File: src/rtl/led_hit_scorer.sv
// Reaction-game scorer: classifies button presses against lit LEDs, keeps a saturating
// score and a millisecond reaction timer. Define LED_HIT_SCORER_MISS_PENALTY_EN to let misses cost a point.
module led_hit_scorer #(
  parameter int N_LEDS      = 8,
  parameter int CLKS_PER_MS = 50000,
  parameter int MAX_SCORE   = 999
) (
  input  logic              clk,
  input  logic              reset,
  input  logic [N_LEDS-1:0] led,
  input  logic [N_LEDS-1:0] button,
  output logic [9:0]        score,
  output logic              hit,
  output logic              miss,
  output logic [10:0]       reaction_ms
);

  localparam int PW = (CLKS_PER_MS > 1) ? $clog2(CLKS_PER_MS) : 1;
  localparam int CW = $clog2(N_LEDS + 1);
  localparam logic signed [11:0] MAX_S = 12'(MAX_SCORE);

  logic [N_LEDS-1:0] r_btn_q;
  logic [N_LEDS-1:0] r_led_q;
  logic [N_LEDS-1:0] r_scored;
  logic              r_armed;
  logic [PW-1:0]     r_presc;
  logic [10:0]       r_ms;

  logic [N_LEDS-1:0] w_press;
  logic [N_LEDS-1:0] w_rise;
  logic [N_LEDS-1:0] w_hit_lane;
  logic [N_LEDS-1:0] w_miss_lane;
  logic [CW-1:0]     w_hit_cnt;
  logic [CW-1:0]     w_miss_cnt;
  logic [CW-1:0]     w_pen_cnt;
  logic signed [11:0] w_sum;
  logic [9:0]        w_score_n;
  logic              w_wrap;

  // r_armed masks presses on the first cycle after reset, so a button held
  // through reset release is absorbed into r_btn_q instead of counting as an edge.
  assign w_press     = button & ~r_btn_q & {N_LEDS{r_armed}};
  assign w_rise      = led & ~r_led_q;
  assign w_hit_lane  = w_press & led & (~r_scored | w_rise);
  assign w_miss_lane = w_press & ~led;
  assign w_wrap      = (r_presc == PW'(CLKS_PER_MS - 1));

  always_comb begin
    w_hit_cnt  = '0;
    w_miss_cnt = '0;
    for (int i = 0; i < N_LEDS; i++) begin
      w_hit_cnt  = w_hit_cnt + CW'(w_hit_lane[i]);
      w_miss_cnt = w_miss_cnt + CW'(w_miss_lane[i]);
    end
  end

`ifdef LED_HIT_SCORER_MISS_PENALTY_EN
  assign w_pen_cnt = w_miss_cnt;
`else
  assign w_pen_cnt = '0;
`endif

  always_comb begin
    w_sum = $signed({2'b00, score})
          + $signed({{(12-CW){1'b0}}, w_hit_cnt})
          - $signed({{(12-CW){1'b0}}, w_pen_cnt});
    if (w_sum < 12'sd0)
      w_score_n = '0;
    else if (w_sum > MAX_S)
      w_score_n = 10'(MAX_SCORE);
    else
      w_score_n = w_sum[9:0];
  end

  always_ff @(posedge clk) begin
    if (reset) begin
      r_btn_q     <= '0;
      r_led_q     <= '0;
      r_scored    <= '0;
      r_armed     <= 1'b0;
      r_presc     <= '0;
      r_ms        <= '0;
      score       <= '0;
      hit         <= 1'b0;
      miss        <= 1'b0;
      reaction_ms <= '0;
    end else begin
      r_btn_q  <= button;
      r_led_q  <= led;
      r_armed  <= 1'b1;
      // A hit wins over the rise/unlit clear so a same-cycle rise+press stays scored.
      r_scored <= w_hit_lane | (r_scored & led & ~w_rise);
      if (|w_rise) begin
        r_presc <= '0;
        r_ms    <= '0;
      end else if (w_wrap) begin
        r_presc <= '0;
        if (r_ms != 11'h7FF)
          r_ms <= r_ms + 11'd1;
      end else begin
        r_presc <= r_presc + PW'(1);
      end
      score <= w_score_n;
      hit   <= |w_hit_lane;
      miss  <= |w_miss_lane;
      if (|w_hit_lane)
        reaction_ms <= r_ms;
    end
  end

endmodule

File: config.mk
export PLATFORM = sky130hd
export DESIGN_NAME = led_hit_scorer
export DESIGN_NICKNAME = d
export VERILOG_FILES = /design/src/rtl/led_hit_scorer.sv
export SDC_FILE = /design/constraint.sdc
export NUM_CORES = 1
export LEC_CHECK = 0
export BUFFER_PORTS_ARGS = -buffer_cell sky130_fd_sc_hd__buf_2
export CORE_MARGIN = 10
export CORE_UTILIZATION = 50
export CTS_BUF_LIST = sky130_fd_sc_hd__clkbuf_8 sky130_fd_sc_hd__clkbuf_16
export CTS_CLUSTER_DIAMETER = 40
export DETAILED_ROUTE_END_ITERATION = 6
export PLACE_DENSITY = 0.73
export SLEW_MARGIN = 10
export SYNTH_ARGS = -nofsm -noshare
export SYNTH_HDL_FRONTEND = slang
export SYNTH_SLANG_ARGS = --single-unit
export TNS_END_PERCENT = 1
File: constraint.sdc
create_clock -name clk -period 4.9 [get_ports clk]
set_input_delay 0.98 -clock clk [delete_from_list [all_inputs] [get_ports clk]]
set_output_delay 0.98 -clock clk [all_outputs]
set_load 0.03 [all_outputs]
==> flow_summary_export.csv, run 1 <==
group,metric,value,unit
run_status,status,"finished, final reports clean",
global_route,grt-ovfl-total,0,
logic_synthesis,synthesis.area,0.00344,mm²
logic_synthesis,syn_area_per_cell,9.33,µm²
critical_path,arrival,4.91,ns
logic_synthesis,ys_types,57,
floorplan,ioPinCount,41,
clocking,cts_buffer_depth,2,
routing,drt_iter0_drc,49,
routing,via_count,2672,
placement,gp_congestion,0.873,
worst_hold_path,min_from,"r_presc[0]",
finish,fin_cells,505,
critical_path,r2r_slack,0.47,ns
timing,final.setup.tns,0,ns
timing,setup_viol,0,
finish,final_util,60.3,%
placement,io_buffers,40,
logic_synthesis,synth_ff_type,"dfxtp_1",
critical_path,end_kind,"flop",
logic_synthesis,synth.area.top_cells,"dfxtp_1 44%, nor2_1 6.5%, mux2i_1 4.1%, xnor2_1 3.8%, nor2b_1 3.1%",
finish,layout-drive-gt1-share,21.6,%
timing,final_max_slew_viol_count,0,
critical_path,path_cells,"buf_2 > and3b_1 > and3_1 > fa_1 > inv_1 > fa_1 > inv_1 > fa_1 > fa_1 > inv_1 > fa_1 > nand2b_1 > a31oi_4 > nand2_1 > o211ai_2 > nand4_4 > nor4b_2",
pwr,power.density,350,mW/mm²
critical_path,cp.required,5.10,ns
critical_path,path_class,"in -> reg",
clocking,clock-root-buffer,"clkbuf_8",
clocking,clkTransAtPathRegs,0.08,ns
pwr,vdd_ir_drop_max,164,µV
logic_synthesis,ys_seq_area_share,43.6,%
routing,wl_per_cell,14.3,µm
placement,place_area,0.00378,mm²
global_route,use_met1,16.5,%
critical_path,cp_slowest_cell,"fa_1",
timing,min_period,4.71,ns
timing,skew,0.00712,ns
clocking,cts_tree,"built",
logic_synthesis,yosys.area.top_type,"dfxtp_1",
floorplan,die_w,103,µm
routing,drt_pass1_iterations,4,
global_route,grt_max_degree,45,
routing,viasPerCell,5.29,
finish,syn2layout_area_growth,18.2,%
critical_path,path_max_fanout,6,
timing,slew_headroom,29.9,%
placement,place_ws,-0.246,ns
worst_hold_path,hold_class,"reg -> reg",
timing,worstMarginPinSlew,1.05,ns
critical_path,reg2reg_from,"r_armed",
global_route,grt.total_usage,13.9,%
logic_synthesis,synth.top_cell.area_share,43.6,%
critical_path,r2r_cells,16,
critical_path,max_stage_delay,0.56,ns
logic_synthesis,synth_enable_flop_cells,0,
global_route,antenna_found_initial,0,
timing,fmax,0.212,GHz
floorplan,core_area,0.00676,mm²
critical_path,reg2reg_to,"score[4]",
routing,ant_nets,0,
timing,hold_viol_final,0,
critical_path,path_common_cell,"fa_1",
floorplan,die_h,103,µm
global_route,grt_use_met2,23.5,%
global_route,top_usage_layer,"met2",
finish,antenna_cells,0,
clocking,cts_made_buffers,9,
worst_hold_path,whs_endpoint,"r_presc[0]",
logic_synthesis,syn_inst,369,
placement,dp_hpwl,5110,µm
flow_run,drv_cap,0,
logic_synthesis,synthArstFlopShare,0,%
global_route,grt_first_pass_wirelength,11700,µm
logic_synthesis,ys_top_cells_by_count,"75 x dfxtp_1, 60 x nor2_1, 23 x nand2_1",
critical_path,startpoint_type,"input pin",
worst_hold_path,hold-path-cell-count,1,
timing,finalCritPeriodShare,96.1,%
logic_synthesis,synth_seq_cells,75,
global_route,grt_pass1_vias,2587,
floorplan,initial_core_util,51.0,%
floorplan,num_rows,30,
logic_synthesis,synth-warning-count,0,
floorplan,dieArea,0.0106,mm²
finish,nets,452,
global_route,gr-usage-met3,3.02,%
logic_synthesis,yosysMostFrequentCell,"dfxtp_1",
clocking,cts_num_sinks,75,
placement,place_inst,490,
routing,wl,7220,µm
routing,route.detailed.drc,0,
clocking,post-cts-setup-buffers,0,
timing,fin_ws,0.189,ns
clocking,htree_levels,3,
pwr,p_leak,1.67,nW
clocking,clkLatencyLatePin,0.35,ns
finish,fin_area,0.00407,mm²
logic_synthesis,synth_nets,400,
worst max path at each step:
stage	startpoint	end	slack, ns	cells past startpoint
after detailed placement	button[0]	score[4]	-0.25	17
after global placement	button[0]	score[4]	-0.16	17
after global routing	button[0]	score[4]	-0.02	17
final	button[0]	score[4]	0.19	17
after floorplan	button[0]	score[4]	0.02	16
after CTS	button[0]	score[4]	0.11	17
layout by cell type (no fill, tap or decap), types with 10 or more instances in the layout:
master	instances
inv_1	21
xnor2_1	15
nor2b_1	17
nand3_1	10
xor2_1	11
mux2i_1	14
dfxtp_1	75
buf_2	40
buf_4	13
nand2_1	23
nor2_1	60
critical path: cells and delay by family:
kind                       cells  cell delay [ns]
and+or+nand+nor                6             1.02
adders and majority gates      5             2.17
buffers and inverters          4             0.27
AOI/OAI and AO/OA              2             0.47
logic make-up (layout without fill, tap and decap cells):
group,after synthesis,after routing,synth area share [%]
flops,75,75,43.6
fa+ha+maj,13,13,5.81
mux,14,14,4.07
simple gates,165,165,27.3
compound gates,40,40,8.07
xor+xnor,26,26,6.61
buf+inv,36,92,4.58
state kept, by name (all words and copies together), names as in the netlist:
| register | count |
|---|---|
| r_presc | 16 |
| r_led_q | 8 |
| r_scored | 8 |
| r_armed | 1 |
| miss | 1 |
| r_btn_q | 8 |
| r_ms | 11 |
| reaction_ms | 11 |
| score | 10 |
| hit | 1 |
report_power, final:
group | leakage (nW) | switching, W | internal [W] | total [W]
Sequential | 0.610 | 0.0000104 | 0.000628 | 0.000639
Clock | 0.130 | 0.000233 | 0.000390 | 0.000623
Combinational | 0.929 | 0.0000979 | 0.0000660 | 0.000164
final cells by class:
cell class | count | area [µm²]
fillers | 593 | 2690
multi-input cells | 258 | 1820
flip-flops and latches | 75 | 1500
repair buffers | 53 | 298
clock inverters | 6 | 138
clock buffers | 9 | 124
well taps | 80 | 100
inverters | 24 | 90.1
timing repair:
item | 4_1_cts | 5_1_grt
setup endpoints to repair | 0 | 5
hold buffers | 0 | 0
resized for setup | 0 | 5
routing by layer:
metal  share of wire (%)  vias to the layer above
li1                    -                     1352
met2                  50                       44
met4                 2.1                        0
met1                  44                     1262
met3                 4.3                       14
met5                   0                        -
metrics by stage:
step	power [W]	hold WS [ns]
3_3_place_gp	0.000811	0.442
4_1_cts	0.00143	0.471
6_report	0.00143	0.470
3_5_place_dp	0.000815	0.453
5_1_grt	0.00148	0.482
2_1_floorplan	0.000768	0.426
Note: power is estimated with default switching activity, not from simulation.
==> run 2: changes to the inputs <==
Settings changed: CORE_UTILIZATION 50 to 31, GPL_ROUTABILITY_DRIVEN set to 0, PLACE_DENSITY 0.73 to not set.
==> flow_summary_export.csv, run 2 (synthesis gave the netlist of run 1 again) <==
group,metric,value,unit
routing,ant_nets,0,
critical_path,arrival,4.92,ns
timing,final.setup.tns,0,ns
critical_path,path_buf_inv,4,
finish,layout_commonest_cell,"dfxtp_1",
timing,min_period,4.70,ns
routing,via_count,2663,
timing,fin_ws,0.202,ns
timing,hold_viol_final,0,
clocking,clkLatencyLatePin,0.34,ns
global_route,grt_first_pass_wirelength,13000,µm
clocking,cts_buffer_depth,2,
global_route,grt_max_degree,44,
finish,nets,456,
floorplan,num_rows,38,
global_route,antenna_found_initial,0,
finish,largestRegisters,"r_presc: 16 flops, r_ms: 11 flops, reaction_ms: 11 flops",
floorplan,die_h,125,µm
timing,fmax,0.213,GHz
worst_hold_path,hold_class,"reg -> reg",
timing,skew,0.00867,ns
routing,route.detailed.drc,0,
critical_path,startpoint_type,"input pin",
placement,io_buffers,40,
critical_path,path_common_cell,"fa_1",
routing,drt_iter0_drc,125,
clocking,cts_num_sinks,75,
finish,fin_cells,570,
timing,rsz0062_at_grt,"false",
clocking,hold_buffers,0,
placement,place_ws,-0.284,ns
pwr,power.density,317,mW/mm²
routing,drt_pass1_iterations,4,
finish,antenna_cells,0,
critical_path,cp_top_family,"adder cells",
critical_path,end_kind,"flop",
flow_run,drv_cap,0,
floorplan,initial_core_util,31.8,%
routing,wl_per_cell,13.2,µm
critical_path,path_cells,"buf_2 > and3b_1 > and3_1 > fa_1 > inv_1 > fa_1 > inv_1 > fa_1 > fa_2 > buf_4 > a211oi_4 > o21a_1 > or2b_1 > o211ai_2 > nand4_4 > nor4b_2",
critical_path,path_max_fanout,5,
floorplan,die_w,125,µm
clocking,htree_levels,3,
placement,dp_hpwl,5670,µm
global_route,grt_pass1_vias,2717,
floorplan,core_area,0.0108,mm²
finish,layout-drive-gt1-share,22.6,%
critical_path,path_class,"in -> reg",
timing,worstMarginPinSlew,1.06,ns
timing,finalCritPeriodShare,95.9,%
finish,layout_common_cells,"75 x dfxtp_1, 60 x nor2_1, 40 x buf_2",
routing,wl,7520,µm
clocking,cts_made_buffers,9,
global_route,grt-ovfl-total,0,
placement,place_inst,554,
critical_path,cp_slowest_cell,"fa_1",
clocking,clkTransAtPathRegs,0.08,ns
clocking,cts_tree,"built",
finish,largest_register,"r_presc",
clocking,ctsResizeCount,0,
finish,syn2layout_area_growth,19.8,%
timing,setup_viol,0,
routing,viasPerCell,4.67,
clocking,clock-root-buffer,"clkbuf_8",
timing,final_max_slew_viol_count,0,
critical_path,max_stage_delay,0.53,ns
run_status,status,"finished, final reports clean",
floorplan,dieArea,0.0157,mm²
timing,slew_headroom,28.8,%
floorplan,ioPinCount,41,
finish,largest_reg_flops,16,
critical_path,cp.required,5.12,ns
global_route,grt.total_usage,9.80,%
clocking,post-cts-setup-buffers,0,
pwr,vdd_ir_drop_max,122,µV
pwr,p_leak,1.67,nW
-- run 2: cell count changes in the layout (fill, tap and decap cells not counted) --
| cell | delta |
|---|---|
| buf_4 | +4 |
| bufinv_16 | -3 |
| clkbuf_8 | +3 |
| clkinv_2 | +1 |
| clkinv_4 | -1 |
| fa_1 | -1 |
| fa_2 | +1 |
| inv_1 | +1 |
| nand2_1 | -1 |
| nand2_2 | +1 |
| o22ai_1 | +1 |
| o22ai_2 | -1 |
-- run 2: power breakdown --
| group | internal, W | switching, W |
|---|---|---|
| Clock | 0.000276 | 0.000226 |
| Sequential | 0.000628 | 0.00000994 |
| Combinational | 0.0000670 | 0.000100 |
| Total | 0.000972 | 0.000336 |
-- run 2: final timing paths --
path	from	end	slack, ns	cells past startpoint
min reg2reg	r_presc[0]	r_presc[0]	0.47	1
max reg2reg	r_btn_q[0]	score[4]	0.59	15
max	button[0]	score[4]	0.20	16
min	r_presc[0]	r_presc[0]	0.47	1
-- run 2: layout make-up --
| cell class | instances | area [µm²] |
|---|---|---|
| Inverter | 24 | 90.1 |
| Clock inverter | 4 | 47.5 |
| Tap cell | 140 | 175 |
| Sequential cell | 75 | 1500 |
| Timing Repair Buffer | 57 | 328 |
| Clock buffer | 12 | 165 |
| Fill cell | 1119 | 6710 |
| Multi-Input combinational cell | 258 | 1820 |
-- run 2: through the flow --
stage	hold slack, ns	area, µm²	util, %	power, W
finish	0.468	4130	38.1	0.00131
global route	0.495	4130	38.1	0.00137
CTS	0.477	4100	37.8	0.00133
detailed placement	0.458	3880	35.8	0.000818
global placement	0.440	3880	35.8	0.000814
floorplan	0.426	3450	-	0.000768
-- run 2: routing by layer --
| layer | GRT usage (%) | up-vias | share of wire, % |
|---|---|---|---|
| met2 | 15.7 | 41 | 48 |
| li1 | - | 1369 | - |
| met5 | 0 | - | 0 |
| met4 | 3.79 | 0 | 1.1 |
| met3 | 2.83 | 8 | 3.4 |
| met1 | 12.1 | 1245 | 47 |
==> run 3: changes to the inputs <==
Clock period 4.9 ns to 4.6 ns, I/O delays scaled along.
==> flow_summary_export.csv, run 3 (synthesis gave the netlist of run 1 again) <==
group,metric,value,unit
run_status,status,"finished, final reports clean",
global_route,antenna_found_initial,0,
finish,layout_common_cells,"75 x dfxtp_1, 60 x nor2_1, 40 x buf_2",
global_route,top_usage_layer,"met2",
critical_path,arrival,4.65,ns
floorplan,core_area,0.0108,mm²
finish,largest_register,"r_presc",
global_route,grt_first_pass_wirelength,12700,µm
timing,fin_ws,0.168,ns
placement,place_ws,-0.297,ns
worst_hold_path,hold_class,"reg -> reg",
timing,fmax,0.226,GHz
clocking,hold_buffers,0,
timing,setup_viol,0,
timing,slew_headroom,26.8,%
clocking,cts_num_sinks,75,
critical_path,cp_slowest_cell,"fa_1",
global_route,use_met1,11.3,%
clocking,clkTransAtPathRegs,0.07,ns
routing,route.detailed.drc,0,
critical_path,startpoint_type,"input pin",
global_route,grt_use_met2,16.2,%
floorplan,num_rows,38,
clocking,clkLatencyLatePin,0.35,ns
finish,nets,455,
clocking,cts_made_buffers,9,
routing,wl,7590,µm
timing,hold_ws,0.464,ns
finish,largestRegisters,"r_presc: 16 flops, r_ms: 11 flops, reaction_ms: 11 flops",
critical_path,path_cells,"buf_2 > and3b_1 > and3_4 > fa_1 > inv_1 > fa_1 > inv_1 > fa_1 > fa_2 > inv_1 > fa_2 > nand2b_4 > a31oi_4 > nand2_2 > o211ai_2 > nand4_4 > nor4b_2",
floorplan,die_h,125,µm
timing,skew,0.00627,ns
critical_path,path_max_fanout,6,
pwr,vdd_ir_drop_max,131,µV
finish,antenna_cells,0,
critical_path,cp_top_family,"adder cells",
global_route,grt_pass1_vias,2683,
floorplan,dieArea,0.0157,mm²
routing,wl_per_cell,13.4,µm
critical_path,max_stage_delay,0.53,ns
floorplan,ioPinCount,41,
flow_run,drv_cap,0,
placement,io_buffers,40,
finish,fin_area,0.00416,mm²
global_route,grt_max_degree,44,
routing,viasPerCell,4.67,
timing,finalCritPeriodShare,96.4,%
pwr,power.density,345,mW/mm²
timing,final_max_slew_viol_count,0,
routing,ant_nets,0,
finish,layout_commonest_cell,"dfxtp_1",
floorplan,initial_core_util,31.8,%
timing,final.setup.tns,0,ns
clocking,clock-root-buffer,"clkbuf_8",
floorplan,die_w,125,µm
finish,syn2layout_area_growth,20.8,%
routing,drt_pass1_iterations,4,
timing,worstMarginPinSlew,1.09,ns
global_route,grt-ovfl-total,0,
clocking,htree_levels,3,
clocking,cts_buffer_depth,2,
pwr,p_leak,1.68,nW
global_route,grt.total_usage,9.70,%
finish,layout-drive-gt1-share,23.8,%
critical_path,cp.required,4.82,ns
global_route,gr-usage-met3,3.38,%
clocking,cts_tree,"built",
routing,drt_iter0_drc,112,
finish,largest_reg_flops,16,
placement,place_area,0.00390,mm²
critical_path,path_class,"in -> reg",
timing,hold_viol_final,0,
critical_path,path_buf_inv,4,
critical_path,end_kind,"flop",
timing,min_period,4.43,ns
pwr,power,0.00143,W
routing,via_count,2652,
placement,dp_hpwl,5670,µm
run 3: cell count changes in the layout (fill, tap and decap cells not counted), sizes merged:
cell and delta:
clkinv +1, bufinv +1, inv -2, buf -1
clkbuf -1
run 3: metal layers:
layer	share of wire [%]	routed length [µm]
met5	0	0
met1	47	3530
met4	1.5	112
met3	3.3	248
met2	49	3690
run 3: power breakdown:
group | internal (W) | switching (W)
combinational | 0.0000737 | 0.000106
sequential | 0.000669 | 0.0000108
clock | 0.000332 | 0.000241
total | 0.00108 | 0.000358
run 3: final timing paths:
kind | from | cells after the start | slack, ns | to
hold reg to reg | r_presc[0] | 1 | 0.46 | r_presc[0]
setup reg to reg | r_armed | 16 | 0.50 | score[4]
hold / removal | r_presc[0] | 1 | 0.46 | r_presc[0]
setup / recovery | button[0] | 17 | 0.17 | score[4]
run 3: per-stage QoR:
stage               instances  utilization, %
global placement          551            36.0
floorplan                 369               -
detailed placement        551            36.0
CTS                       566            38.0
finish                    568            38.4
global route              568            38.4
run 3: what timing repair did:
action,4_1_cts,5_1_grt
endpoints found under the setup margin,0,6
gates resized for setup,0,4
endpoints found under the hold margin,0,0
buffers inserted,0,2
run 3: cell type report:
| class | count | area (µm²) |
|---|---|---|
| clock buffers | 11 | 151 |
| fillers | 1112 | 6680 |
| well taps | 140 | 175 |
| clock inverters | 4 | 73.8 |
| flip-flops and latches | 75 | 1500 |
| repair buffers | 56 | 320 |
| multi-input cells | 258 | 1850 |
| inverters | 24 | 90.1 |
